`config.mk`:
```
export PLATFORM = sky130hd
export DESIGN_NAME = spi_master_mc
export DESIGN_NICKNAME = d
export VERILOG_FILES = /design/src/rtl/spi_master_mc.sv
export SDC_FILE = /design/constraint.sdc
export NUM_CORES = 1
export LEC_CHECK = 0
export BUFFER_PORTS_ARGS = -buffer_cell sky130_fd_sc_hd__buf_2
export CAP_MARGIN = 10
export CORE_ASPECT_RATIO = 1.25
export CORE_MARGIN = 2
export CORE_UTILIZATION = 35
export CTS_CLUSTER_DIAMETER = 120
export DETAILED_ROUTE_END_ITERATION = 10
export GPL_TIMING_DRIVEN = 0
export PLACE_DENSITY_LB_ADDON = 0.05
export SLEW_MARGIN = 20
export SYNTH_ARGS = -nofsm -noshare
export SYNTH_HDL_FRONTEND = slang
export SYNTH_SLANG_ARGS = --single-unit
```
`constraint.sdc`:
```
create_clock -name I_clk -period 3.1 [get_ports I_clk]
set_input_delay 0.62 -clock I_clk [delete_from_list [all_inputs] [get_ports I_clk]]
set_output_delay 0.62 -clock I_clk [all_outputs]
set_load 0.01 [all_outputs]
```
`src/rtl/spi_master_mc.sv`:
```
// spi_master_mc: single-transfer SPI master with per-request mode, bit order
// and chip-select. Edges are generated from a half-period counter; the
// transfer runs IDLE -> SETUP -> XFER -> HOLD -> DONE -> IDLE.
module spi_master_mc #(
    parameter int DATAWIDTH = 16,
    parameter int CSNUM     = 4,
    parameter int CLKDIV    = 8
) (
    input  logic                                          I_clk,
    input  logic                                          I_rst,
    input  logic [DATAWIDTH-1:0]                          I_send_data,
    input  logic [((CSNUM > 1) ? $clog2(CSNUM) : 1)-1:0]  I_cs_sel,
    input  logic                                          I_cpol,
    input  logic                                          I_cpha,
    input  logic                                          I_lsb_first,
    input  logic                                          I_valid,
    output logic                                          O_busy,
    output logic                                          O_done,
    output logic                                          O_err,
    output logic [DATAWIDTH-1:0]                          O_recv_data,
    output logic [CSNUM-1:0]                              O_cs,
    output logic                                          O_sclk,
    output logic                                          O_mosi,
    input  logic                                          I_miso
);
    localparam int CSW  = (CSNUM > 1) ? $clog2(CSNUM) : 1;
    localparam int HALF = CLKDIV / 2;
    localparam int HW   = (HALF > 1) ? $clog2(HALF) : 1;
    localparam int EW   = $clog2(2 * DATAWIDTH);

    localparam logic [HW-1:0] HLAST  = HW'(HALF - 1);
    localparam logic [EW-1:0] ELAST  = EW'(2 * DATAWIDTH - 1);
    localparam logic [CSW:0]  CS_LIM = CSNUM[CSW:0];

    localparam logic [2:0] S_IDLE  = 3'd0;
    localparam logic [2:0] S_SETUP = 3'd1;
    localparam logic [2:0] S_XFER  = 3'd2;
    localparam logic [2:0] S_HOLD  = 3'd3;
    localparam logic [2:0] S_DONE  = 3'd4;

    logic [2:0]           state;
    logic [HW-1:0]        hcnt;
    logic [EW-1:0]        ecnt;      // index of the last SCLK edge issued
    logic [DATAWIDTH-1:0] tx_sr;
    logic [DATAWIDTH-1:0] rx_sr;
    logic [DATAWIDTH-1:0] recv_q;
    logic [CSW-1:0]       sel_q;
    logic                 cpol_q, cpha_q, lsb_q;
    logic                 mosi_en;   // MOSI carries data (CPHA=1 waits for first leading edge)
    logic                 sclk_q;
    logic                 err_q;

    logic                 half_end;
    logic                 edge_now;
    logic [EW-1:0]        edge_idx;
    logic                 lead;
    logic                 tx_bit;
    logic                 cs_act;

    assign half_end = (hcnt == HLAST);
    assign lead     = ~edge_idx[0];
    assign tx_bit   = lsb_q ? tx_sr[0] : tx_sr[DATAWIDTH-1];
    assign cs_act   = (state == S_SETUP) || (state == S_XFER) || (state == S_HOLD);

    // Edge scheduler: edge 0 closes SETUP, edges 1..2*DATAWIDTH-1 fall inside XFER.
    always_comb begin
        edge_now = 1'b0;
        edge_idx = '0;
        if (state == S_SETUP && half_end) begin
            edge_now = 1'b1;
        end else if (state == S_XFER && half_end && ecnt != ELAST) begin
            edge_now = 1'b1;
            edge_idx = ecnt + EW'(1);
        end
    end

    // Control FSM, SCLK generation, TX shifting and RX sampling.
    always_ff @(posedge I_clk or posedge I_rst) begin
        if (I_rst) begin
            state   <= S_IDLE;
            hcnt    <= '0;
            ecnt    <= '0;
            tx_sr   <= '0;
            rx_sr   <= '0;
            recv_q  <= '0;
            sel_q   <= '0;
            cpol_q  <= 1'b0;
            cpha_q  <= 1'b0;
            lsb_q   <= 1'b0;
            mosi_en <= 1'b0;
            sclk_q  <= 1'b0;
            err_q   <= 1'b0;
        end else begin
            err_q <= 1'b0;
            case (state)
                S_IDLE: begin
                    if (I_valid) begin
                        if ({1'b0, I_cs_sel} < CS_LIM) begin
                            tx_sr   <= I_send_data;
                            sel_q   <= I_cs_sel;
                            cpol_q  <= I_cpol;
                            cpha_q  <= I_cpha;
                            lsb_q   <= I_lsb_first;
                            sclk_q  <= I_cpol;
                            mosi_en <= ~I_cpha;
                            hcnt    <= '0;
                            state   <= S_SETUP;
                        end else begin
                            err_q <= 1'b1;
                        end
                    end
                end
                S_SETUP: begin
                    hcnt <= half_end ? '0 : hcnt + HW'(1);
                    if (half_end) begin
                        ecnt  <= '0;
                        state <= S_XFER;
                    end
                end
                S_XFER: begin
                    hcnt <= half_end ? '0 : hcnt + HW'(1);
                    if (half_end) begin
                        if (ecnt == ELAST) state <= S_HOLD;
                        else               ecnt  <= ecnt + EW'(1);
                    end
                end
                S_HOLD: begin
                    hcnt <= half_end ? '0 : hcnt + HW'(1);
                    if (half_end) begin
                        recv_q <= rx_sr;
                        state  <= S_DONE;
                    end
                end
                S_DONE:  state <= S_IDLE;
                default: state <= S_IDLE;
            endcase

            if (edge_now) begin
                sclk_q <= ~sclk_q;
                // sample on leading edges for CPHA=0, trailing edges for CPHA=1
                if (lead ^ cpha_q)
                    rx_sr <= lsb_q ? {I_miso, rx_sr[DATAWIDTH-1:1]}
                                   : {rx_sr[DATAWIDTH-2:0], I_miso};
                if (cpha_q && lead && edge_idx == '0)
                    mosi_en <= 1'b1;
                else if ((cpha_q && lead) || (!cpha_q && !lead && edge_idx != ELAST))
                    tx_sr <= lsb_q ? {1'b0, tx_sr[DATAWIDTH-1:1]}
                                   : {tx_sr[DATAWIDTH-2:0], 1'b0};
            end
        end
    end

    // Active-low chip-select decode for the latched slave.
    always_comb begin
        O_cs = '1;
        for (int i = 0; i < CSNUM; i++)
            O_cs[i] = ~(cs_act && (sel_q == CSW'(i)));
    end

    assign O_busy      = (state != S_IDLE);
    assign O_done      = (state == S_DONE);
    assign O_err       = err_q;
    assign O_recv_data = recv_q;
    assign O_sclk      = sclk_q;
    assign O_mosi      = (state != S_IDLE) && mosi_en && tx_bit;

endmodule

```
Word level (Yosys, flattened, before mapping) --
Index checks and enable logic that the tools add are counted.
Operators by class: reduce and logical (&&, ||, !) cells 33, bitwise operators 8, equal/unequal tests 17, muxes and demuxes 32, divide/modulo/power cells 0, add/subtract/negate cells 2, multipliers 0, shift-type cells 0, magnitude comparators 0
Operator list (count):
- two-way mux 16 bit | 7
- two-way mux 5 bit | 5
- two-way mux 3 bit | 5
- logical AND 1 bit | 13
- one-hot mux 3 bit (4 select lines) | 1
- two-way mux 1 bit | 10
- != test 2 bit, second input constant | 5
- != test 5 bit, second input constant | 2
- one-hot mux 5 bit (2 select lines) | 1
- AND reduction 2 bit | 5
- nonzero test 2 bit | 4
- inverter 1 bit | 7
- equality test 2 bit, second input constant | 3
- equality test 3 x 2 -> 1 bit, second input constant | 2
- adder 5 x 1 -> 5 bit, second input constant | 1
- equality test 5 bit, second input constant | 1
- logical NOT 5 bit | 1
- AND reduction 5 bit | 1
- two-way mux 2 bit | 2
- one-hot mux 2 bit (2 select lines) | 1
- AND reduction 4 bit | 1
- equality test 3 x 1 -> 1 bit, second input constant | 1
- equality test 3 bit, second input constant | 1
- logical NOT 3 bit | 1
- 9 further kinds | 11
Word-level totals: memories kept 0, output and inout port bits 25, word-level logic and storage cells 103, bits in writable memories 0, register bits 64, latch bits 0, input port bits 25, ROM bits 0

Depth between registers and ports, before layout --
depth after elaboration 11, gate-level depth with buffers 12, mapped depth without buffers 11

Worst setup path before layout --
No wires, ideal clock.
path kind register to register, from register ecnt[0], to register tx_sr[5], arrival time 3039 ps, data required time 2974 ps, slack -66 ps, cell stages (with the launch flop) 12, period minus slack after synthesis 3166 ps, path through dfrtp_1 > ha_1 > and3_1 > ha_1 > or4_4 > nor2_1 > inv_1 > ha_1 > nor4_1 > a211oi_4 > buf_8 > mux2i_1
On the way: longest elaborated chain between the ends 10
RTL lines:
- start, declared | RTL line 43 | logic [EW-1:0] ecnt;
- start signal, assigned | RTL line 124 | else ecnt <= ecnt + EW'(1);
- parallel branches: the longest is 9 deep, another holds adder 5 x 1 -> 5 bit
- two-way mux 16 bit (*) | RTL line 138 | if (edge_now) begin
- end signal, assigned | RTL line 99 | tx_sr <= I_send_data;
- end signal, assigned | RTL line 147 | tx_sr <= lsb_q ? {1'b0, tx_sr[DATAWIDTH-1:1]}
- end, declared | RTL line 44 | logic [DATAWIDTH-1:0] tx_sr;
Every way passes the cells marked *. A chain may end at the register's enable or synchronous reset.

Final worst setup path --
from register ecnt[0], to register tx_sr[12]
Same word-level chain as after synthesis.

==> out/qor.txt <==
Worst-case hold slack = 0.230 ns
Post-synth EDFFs = 0
Synth warn = 0
Setup TNS = 0 ns
Cell variety after synth = 40
Placed Instances = 471
HP Class = input pin to asynchronous set/reset pin
CP arrival = 3.22 ns
Power per Cell Area = 854 mW/mm^2
Total Routing Usage GR = 0.149
Synth-to-layout area growth = 24.0%
Nets = 402
Post-synth top area cell = dfrtp_1
Tmin final = 2.97 ns
Critical path class = flip-flop to flip-flop
Initial antenna violation count = 0
Hold Vio Cnt, Final = 0
DR WL/cell = 14.1 um
Synth Instances = 302
Most frequent cells in the layout = 77 x nand2_1, 63 x dfrtp_1, 62 x mux2i_1
Max_cap viols = 0
Via density = 4.77
Mapped Area = 0.00317 mm^2
Ant. Diodes = 0
Commonest non-fill, non-tap cell in the layout = nand2_1
H-Tree Depth = 3
Relative slew slack = 0.524
Clock Sinks = 64
Crit end category = flip-flop
Die X = 89.1 um
Clk_skew = 0.0145 ns
Post-route DRC = 0
Sequential fraction of the synthesis area = 0.505
Least-Margin Pin Slew = 0.711 ns
Main area contributors after synthesis = dfrtp_1 50%, mux2i_1 20%, nand2_1 9.1%, o21ai_0 3.5%, ha_1 2.0%
Placer Congestion = 0.787
Final Cycle Share = 0.959
Syn_area_per_cell = 10.5 um^2
FP Rows = 38
Remaining antenna violation count after routing = 0
Final WL = 6990 um
I/O pins = 50
Worst r2r dst = tx_sr[12]
Total grt overflow = 0
Yosys top cell area share = 0.505
Global-route wire length before repair = 11,500 um
Hold buffer count at cts = 0
Die H = 110 um
Yosys reg bits = 64
Proportion of layout cells with a drive suffix above 1 = 0.269
Clock root buffer = clkbuf_8
Max Clock Freq = 336 MHz
Cts bufs inserted = 9
Critical path data required time = 3.35 ns
CTS clk-pin slew, worst paths = 0.07 ns
Largest net degree at the start of global routing = 46
Layout filler cell count = 906
Post-route insts no fill = 496
Die area = 0.00984 mm^2
Initial Util = 0.363
RSZ-0062 raised after global routing = false
Status = complete, no violations
Async SR Flop Fraction = 1.00
Crit path cell chain = ha_4 -> and3_4 -> ha_4 -> or4_4 -> nor2_4 -> inv_2 -> ha_4 -> nand4_1 -> o2bb2ai_2 -> a211oi_4 -> buf_4 -> buf_8 -> mux2i_1
Vias in the first global route = 2,446
Max Root-Sink Buffers = 2
Drt first pass iters = 4
Syn nets = 332
Via Count = 2,367
Startpoint Class = flip-flop
CTS tree = yes
Worst reg2reg startpoint = ecnt[0]
Max VDD drop = 303 uV
Max-slew violation count = 0
Ys flop type = dfrtp_1
Critical-path top delay cell = or4_4
R2R depth = 13
# setup viols final = 0
R2R Setup Slk = 0.13 ns
Leak = 1.86 nW
Core box area = 0.00875 mm^2
Worst-path fanout max = 5
Most common cell on crit path = ha_4
Crit-path max cell delay = 0.57 ns
Worst skew pair latency = 0.34 ns
Dpl hpwl = 4810 um
Port Buf Inserts = 48
Drt first-iter violations = 68
==> final cells by class <==
class	count	area (um^2)	share of cell area
repair buffers	59	367	0.0932
clock inverters	3	17.5	0.00445
plain buffers	17	95.1	0.0242
flip-flops and latches	64	1600	0.408
well taps	120	150	0.0382
multi-input cells	217	1530	0.388
clock buffers	12	155	0.0395
inverters	4	17.5	0.00445
==> worst max-delay path, delay by kind of cell (launching register included) <==
kind | cells | cell delay [ns]
buffers and inverters | 3 | 0.36
adders and majority gates | 3 | 0.52
and+or+nand+nor | 4 | 0.99
AOI/OAI and AO/OA | 2 | 0.41
DFF | 1 | 0.44
muxes | 1 | 0.18
==> cell usage after synthesis (all sizes together) (3+ instances only) <==
library cell,number
clkbuf,9
ha,5
mux2i,62
dfrtp,64
nand2,77
o21ai,23
buf,8
nor2b,3
nor2,8
nor3b,3
mux2,4
inv,3
a22o,3
==> per-stage QoR <==
| stage | cell area [um^2] | total power [W] | setup WS [ns] | util |
|---|---|---|---|---|
| 3_5_place_dp | 3610 | 0.00269 | -0.317 | 0.412 |
| 3_3_place_gp | 3580 | 0.00266 | -0.289 | 0.409 |
| 4_1_cts | 3860 | 0.00339 | -0.00971 | 0.442 |
| 2_1_floorplan | 3190 | 0.00231 | 0.0405 | - |
| 5_1_grt | 3930 | 0.00362 | 0.0107 | 0.450 |
| 6_report | 3930 | 0.00336 | 0.128 | 0.450 |
==> how the worst max path moves through the flow <==
stage | startpoint | end | slack [ns] | depth (start not counted)
floorplan | ecnt[0] | tx_sr[5] | 0.04 | 12
global placement | ecnt[0] | tx_sr[11] | -0.29 | 12
detailed placement | ecnt[0] | tx_sr[6] | -0.32 | 12
CTS | ecnt[0] | tx_sr[11] | -0.01 | 12
global route | ecnt[0] | tx_sr[6] | 0.01 | 13
finish | ecnt[0] | tx_sr[12] | 0.13 | 13
==> what timing repair did <==
action | 4_1_cts | 5_1_grt
gates resized for setup | 3 | 12
setup buffers | 5 | 4
cloned | 1 | 0
pin swaps | 2 | 3
setup endpoints to repair | 16 | 31
==> sequential cells by signal (all words and copies together), names as in the netlist <==
name         flops
O_recv_data     16
tx_sr           16
O_sclk           1
state            3
ecnt             5
rx_sr           16
mosi_en          1
cpha_q           1
sel_q            2
lsb_q            1
hcnt             2
==> power by group <==
group	leakage (nW)	switching [W]	internal, W
registers	0.827	0.000223	0.00112
logic	0.943	0.000712	0.000655
clock network	0.0882	0.000321	0.000327
total	1.86	0.00126	0.00210
==> kinds of logic (layout without fill, tap and decap cells) <==
logic type               after synthesis  count (layout)  synth area share
XOR/XNOR                               3               3           0.00829
multiplexers                          66              66             0.210
AO/OA/AOI/OAI                         33              33            0.0679
buffers and inverters                 21              95            0.0339
adder cells (fa/ha/maj)                5               5            0.0197
other                                  1               1           0.00118
AND/OR/NAND/NOR                      109             109             0.154
flip-flops                            64              64             0.505
==> per-layer routing <==
metal  vias up  global-route usage  part of all wire
li1       1166                   -                 -
met1      1164               0.191              0.47
met4         0              0.0597             0.015
met2        28               0.242              0.49
met3         9              0.0277             0.027
met5         -                   0                 0
No activity file was read; power rests on OpenSTA's default activity.
